**src/rtl/efi_result_buffer.sv**
```systemverilog
// efi_result_buffer
// Store-and-forward burst buffer between the efi_trig results stream and the
// fCore efi_results input. One burst (terminated by tlast) is captured in full,
// then replayed in arrival order, so the core never sees a partial or stalled
// burst. Beats beyond DEPTH are dropped and flagged by a sticky overflow bit.
//
// Optional build macro EFI_RESULT_BUFFER_STATS_EN adds the bursts_done and
// beats_dropped statistics outputs; core behaviour is identical either way.
module efi_result_buffer #(
    parameter int DATA_WIDTH = 32,
    parameter int DEST_WIDTH = 8,
    parameter int USER_WIDTH = 1,
    parameter int DEPTH      = 16
) (
    input  logic                      clock,
    input  logic                      reset,
    input  logic [DATA_WIDTH-1:0]     in_data,
    input  logic [DEST_WIDTH-1:0]     in_dest,
    input  logic [USER_WIDTH-1:0]     in_user,
    input  logic                      in_last,
    input  logic                      in_valid,
    output logic                      in_ready,
    output logic [DATA_WIDTH-1:0]     out_data,
    output logic [DEST_WIDTH-1:0]     out_dest,
    output logic [USER_WIDTH-1:0]     out_user,
    output logic                      out_last,
    output logic                      out_valid,
    input  logic                      out_ready,
    output logic                      overflow,
    input  logic                      clear_overflow,
    output logic [$clog2(DEPTH):0]    burst_length
`ifdef EFI_RESULT_BUFFER_STATS_EN
    ,
    output logic [31:0]               bursts_done,
    output logic [15:0]               beats_dropped
`endif
);

    localparam int AW = $clog2(DEPTH);
    localparam int LW = AW + 1;
    localparam int WW = DATA_WIDTH + DEST_WIDTH + USER_WIDTH;
    localparam logic [LW-1:0] LEN_ONE   = LW'(1);
    localparam logic [LW-1:0] LEN_DEPTH = LW'(DEPTH);
    localparam logic [AW-1:0] PTR_LAST  = AW'(DEPTH - 1);

    typedef enum logic [1:0] {
        FILL    = 2'd0,
        DISCARD = 2'd1,
        DRAIN   = 2'd2
    } state_t;

    state_t                state_reg;
    logic [AW-1:0]         wr_ptr_reg;
    logic [AW-1:0]         rd_ptr_reg;
    logic                  in_ready_reg;
    logic                  out_valid_reg;
    logic                  out_last_reg;
    logic [WW-1:0]         out_word_reg;
    logic                  overflow_reg;
    logic [LW-1:0]         burst_length_reg;

    // Beat storage: {data, dest, user} per entry, no reset so it maps to RAM.
    logic [WW-1:0]         mem [DEPTH];

    logic                  in_fire;
    logic                  ovf_set;
    logic [AW-1:0]         rd_ptr_inc;
    logic [AW-1:0]         rd_addr;
    logic [WW-1:0]         rd_word;

    assign in_fire    = in_valid && in_ready_reg;
    // The beat that fills the last slot without tlast starts the discard phase.
    assign ovf_set    = (state_reg == FILL) && in_fire && !in_last && (wr_ptr_reg == PTR_LAST);
    assign rd_ptr_inc = rd_ptr_reg + 1'b1;
    // While a beat is presented, prefetch the next one so replay runs at 1 beat/cycle.
    assign rd_addr    = out_valid_reg ? rd_ptr_inc : rd_ptr_reg;
    assign rd_word    = mem[rd_addr];

    // Capture accepted beats while filling.
    always_ff @(posedge clock) begin
        if ((state_reg == FILL) && in_fire) begin
            mem[wr_ptr_reg] <= {in_data, in_dest, in_user};
        end
    end

    // Capture/discard/drain state machine with registered handshake and payload outputs.
    always_ff @(posedge clock or posedge reset) begin
        if (reset) begin
            state_reg        <= FILL;
            wr_ptr_reg       <= '0;
            rd_ptr_reg       <= '0;
            in_ready_reg     <= 1'b1;
            out_valid_reg    <= 1'b0;
            out_last_reg     <= 1'b0;
            out_word_reg     <= '0;
            overflow_reg     <= 1'b0;
            burst_length_reg <= '0;
        end else begin
            if (ovf_set) begin
                overflow_reg <= 1'b1;
            end else if (clear_overflow) begin
                overflow_reg <= 1'b0;
            end

            case (state_reg)
                FILL: begin
                    if (in_fire) begin
                        wr_ptr_reg <= wr_ptr_reg + 1'b1;
                        if (in_last) begin
                            state_reg        <= DRAIN;
                            in_ready_reg     <= 1'b0;
                            rd_ptr_reg       <= '0;
                            burst_length_reg <= {1'b0, wr_ptr_reg} + LEN_ONE;
                        end else if (wr_ptr_reg == PTR_LAST) begin
                            state_reg        <= DISCARD;
                            burst_length_reg <= LEN_DEPTH;
                        end
                    end
                end

                DISCARD: begin
                    if (in_fire && in_last) begin
                        state_reg    <= DRAIN;
                        in_ready_reg <= 1'b0;
                        rd_ptr_reg   <= '0;
                    end
                end

                DRAIN: begin
                    if (!out_valid_reg) begin
                        out_valid_reg <= 1'b1;
                        out_word_reg  <= rd_word;
                        out_last_reg  <= (burst_length_reg == LEN_ONE);
                    end else if (out_ready) begin
                        if (out_last_reg) begin
                            state_reg     <= FILL;
                            out_valid_reg <= 1'b0;
                            out_last_reg  <= 1'b0;
                            wr_ptr_reg    <= '0;
                            rd_ptr_reg    <= '0;
                            in_ready_reg  <= 1'b1;
                        end else begin
                            rd_ptr_reg   <= rd_ptr_inc;
                            out_word_reg <= rd_word;
                            out_last_reg <= ({1'b0, rd_ptr_inc} == (burst_length_reg - LEN_ONE));
                        end
                    end
                end

                default: begin
                    state_reg    <= FILL;
                    in_ready_reg <= 1'b1;
                end
            endcase
        end
    end

    assign in_ready     = in_ready_reg;
    assign out_valid    = out_valid_reg;
    assign out_last     = out_last_reg;
    assign {out_data, out_dest, out_user} = out_word_reg;
    assign overflow     = overflow_reg;
    assign burst_length = burst_length_reg;

`ifdef EFI_RESULT_BUFFER_STATS_EN
    logic [31:0] bursts_done_reg;
    logic [15:0] beats_dropped_reg;

    // Completed-replay counter (wrapping) and dropped-beat counter (saturating).
    always_ff @(posedge clock or posedge reset) begin
        if (reset) begin
            bursts_done_reg   <= '0;
            beats_dropped_reg <= '0;
        end else if (clear_overflow) begin
            bursts_done_reg   <= '0;
            beats_dropped_reg <= '0;
        end else begin
            if ((state_reg == DRAIN) && out_valid_reg && out_ready && out_last_reg) begin
                bursts_done_reg <= bursts_done_reg + 1'b1;
            end
            if ((state_reg == DISCARD) && in_fire && (beats_dropped_reg != 16'hFFFF)) begin
                beats_dropped_reg <= beats_dropped_reg + 1'b1;
            end
        end
    end

    assign bursts_done   = bursts_done_reg;
    assign beats_dropped = beats_dropped_reg;
`endif

endmodule
```
**config.mk**
```make
export PLATFORM = sky130hd
export DESIGN_NAME = efi_result_buffer
export DESIGN_NICKNAME = d
export VERILOG_FILES = /design/src/rtl/efi_result_buffer.sv
export SDC_FILE = /design/constraint.sdc
export NUM_CORES = 1
export LEC_CHECK = 0
export CORE_UTILIZATION = 30
export DETAILED_ROUTE_END_ITERATION = 6
export DONT_BUFFER_PORTS = 1
export PLACE_DENSITY = 0.46
export RECOVER_POWER = 50
export SYNTH_ARGS = -nofsm -noshare
export SYNTH_HDL_FRONTEND = slang
export SYNTH_SLANG_ARGS = --single-unit
```
**constraint.sdc**
```tcl
create_clock -name clock -period 6.1 [get_ports clock]
set_input_delay 0.915 -clock clock [delete_from_list [all_inputs] [get_ports clock]]
set_output_delay 0.915 -clock clock [all_outputs]
set_load 0.05 [all_outputs]
```
==> qor.txt <==
status: complete, but fails checks
failing checks: max-capacitance violations, max-slew violations
relative slew slack: -0.759
Die Y: 330 um
CP top delay family: buffers and inverters
placed cells: 3584
Max IR drop VDD: 746 uV
drt wl/cell: 26.5 um
f_max: 234 MHz
Power Dens Cells: 507 nW/um2
syn nets: 2397
vias per inst: 5.75
DRT iter0 DRCs: 1535
Synth Instances: 2343
Fin Clk Skew: 25.2 ps
Yosys reg bits: 716
Worst EP required: 5920 ps
max reg flops: 656
Final Hold Fails: 0
most frequent cells in the layout: 656 x edfxtp_1, 332 x o22ai_1, 287 x mux2i_1
Rows: 119
Post-synth top flop: edfxtp_1
DR vias: 21500
Post-CTS Setup Repair Bufs: 0
P&R area growth vs syn: 13.2%
initial core utilization: 0.304
Critical Path Max Stage Delay: 1950 ps
post-CTS resize count: 0
Final ANT Viol Nets: 0
Post-Syn Area: 32200 um2
Pre-antenna DRT Iters: 5
HP Class: in2reg
clk sinks: 716
crit path kind: in2async
# nets final: 2331
H-tree depth: 3
Final Cycle Share: 0.702
CP arrival: 4100 ps
Die W: 330 um
Hold Buf Count CTS: 0
register area: 21200 um2
most common cell after layout, fill and taps aside: edfxtp_1
Max Slew Vio Count: 63
Clock Tree Root: clkbuf_16
Top Ports: 97
CTS Buffer Depth: 3
Netlist cell types: 49
area of the multi-input gates: 10200 um2
first-pass GRT wire length: 144000 um
crit path launch type: input pin
P_leak: 11.7 nW
final setup fails: 0
DRC: 0
CTS tree: done
TritonCTS Buffers: 82
post-route setup TNS: 0 ps
mean area per synthesized cell: 13.7 um2
Core ar.: 106000 um2
CP bufs+invs: 2
CP Capture Type: asynchronous set/reset pin
Final Critical Period: 4280 ps
Synth async-reset ratio: 0.0838
Slowest-stage cell, CP: clkbuf_1
crit-path max FO: 31
worst-path cell chain: clkinvlp_2 > clkbuf_1
clk_lat worst skew: 650 ps
largest net degree at the start of global routing: 151
Final Util: 0.345
sequential area share after synthesis: 0.658
vias in the first global route: 21200
EDFF count, synth: 656
fill cell count: 10100
Slew @ Worst Pin: 2640 ps
initial antenna violation count: 0
number of port buffers: 0
Final HPWL DP: 54300 um
flop-to-flop setup slack: 2080 ps
Diodes inserted: 0
RSZ-0062 raised after global routing: no
YS warnings: 0
die area: 109000 um2
Placer Congestion: 0.736
Reg clk slew, reported paths: 60 ps
final non-filler cell total: 3737
max_cap viols: 2
Total GRT Usage: 0.179
Total Wirelength: 99100 um
layout cells sized above 1: 0.0934
total gr overflow: 0
==> worst register-to-register path, stage by stage, from the launching register on <==
cell and delay [ps]:
dfrtp_4 770, ha_4 820, nand2_4 640, buf_4 570
o22ai_1 240, nor3_1 60, or4_1 570, o221a_1 220
==> cells in the mapped netlist (2+ instances only) <==
cell | number | area (um2)
edfxtp_1 | 656 | 19700
o22ai_1 | 332 | 2080
mux2i_1 | 287 | 2870
nor3_1 | 171 | 856
a211oi_1 | 163 | 1220
nand2_1 | 101 | 379
clkbuf_1 | 97 | 364
nor2b_1 | 83 | 519
buf_2 | 76 | 380
dfrtp_1 | 59 | 1480
or4_1 | 50 | 375
a32o_1 | 40 | 400
nor2_1 | 33 | 124
nor4_1 | 31 | 194
o221a_1 | 24 | 270
buf_1 | 19 | 71.3
a311oi_1 | 16 | 140
nand3_1 | 11 | 55.1
o21ai_0 | 11 | 55.1
buf_4 | 10 | 75.1
inv_1 | 9 | 33.8
ha_1 | 7 | 87.6
nand2b_1 | 7 | 43.8
a21oi_1 | 5 | 25.0
xnor2_1 | 5 | 43.8
xor2_1 | 5 | 43.8
mux2_2 | 3 | 33.8
nand4_1 | 3 | 18.8
a21bo_2 | 2 | 20.0
a21o_1 | 2 | 15.0
a22o_1 | 2 | 17.5
a31oi_1 | 2 | 12.5
buf_6 | 2 | 22.5
nor3b_1 | 2 | 15.0
o31ai_1 | 2 | 15.0
or3_1 | 2 | 12.5
==> metrics by stage <==
stage               total power, mW  hold WS, ps  cell area [um2]  setup slack, ps
CTS                            18.7          285            36500             2090
global route                   19.4          327            36500             1310
global placement               13.5          558            33700             2190
finish                         18.5          358            36500             1820
detailed placement             13.6          566            33700             2100
floorplan                      11.6          537            32200             1070
==> metal layers <==
metal | vias up | global-route usage | part of all wire
met5 | - | 0 | 0
li1 | 9434 | - | -
met3 | 162 | 0.0343 | 0.056
met4 | 0 | 0.0577 | 0.024
met2 | 656 | 0.300 | 0.48
met1 | 11200 | 0.233 | 0.44
==> layout make-up <==
| type | instances | share of cell area |
|---|---|---|
| well taps | 1391 | 0.0477 |
| clock buffers | 111 | 0.0634 |
| repair buffers | 54 | 0.0137 |
| clock inverters | 42 | 0.0120 |
| inverters | 10 | 0.00106 |
| flip-flops and latches | 716 | 0.581 |
| multi-input cells | 1413 | 0.281 |
==> final timing paths <==
path / from / endpoint / depth (start not counted)
max: reset / rd_ptr_reg[1] / 2
min reg2reg: state_reg[1] / state_reg[0] / 1
min in group asynchronous: reset / overflow / 1
max in group clock: rd_ptr_reg[1] / out_word_reg[22] / 7
max reg2reg: rd_ptr_reg[1] / out_word_reg[22] / 7
min: in_data[16] / mem[2][25] / 0
==> cell families after synthesis <==
group / Yosys count / share of synthesized area
compound gates: 606 / 0.134
buf+inv: 214 / 0.0295
fa+ha+maj: 7 / 0.00272
xor+xnor: 11 / 0.00322
mux: 290 / 0.0902
simple gates: 499 / 0.0818
flops: 716 / 0.658
==> power by group <==
| group | total (mW) | internal (mW) | leakage (nW) | switching [mW] |
|---|---|---|---|---|
| combinational | 6.75 | 2.56 | 3.74 | 4.19 |
| clock | 5.00 | 2.97 | 1.33 | 2.03 |
| sequential | 6.76 | 5.71 | 6.60 | 1.05 |
| total | 18.5 | 11.2 | 11.7 | 7.27 |
No activity file was read; power rests on OpenSTA's default activity.
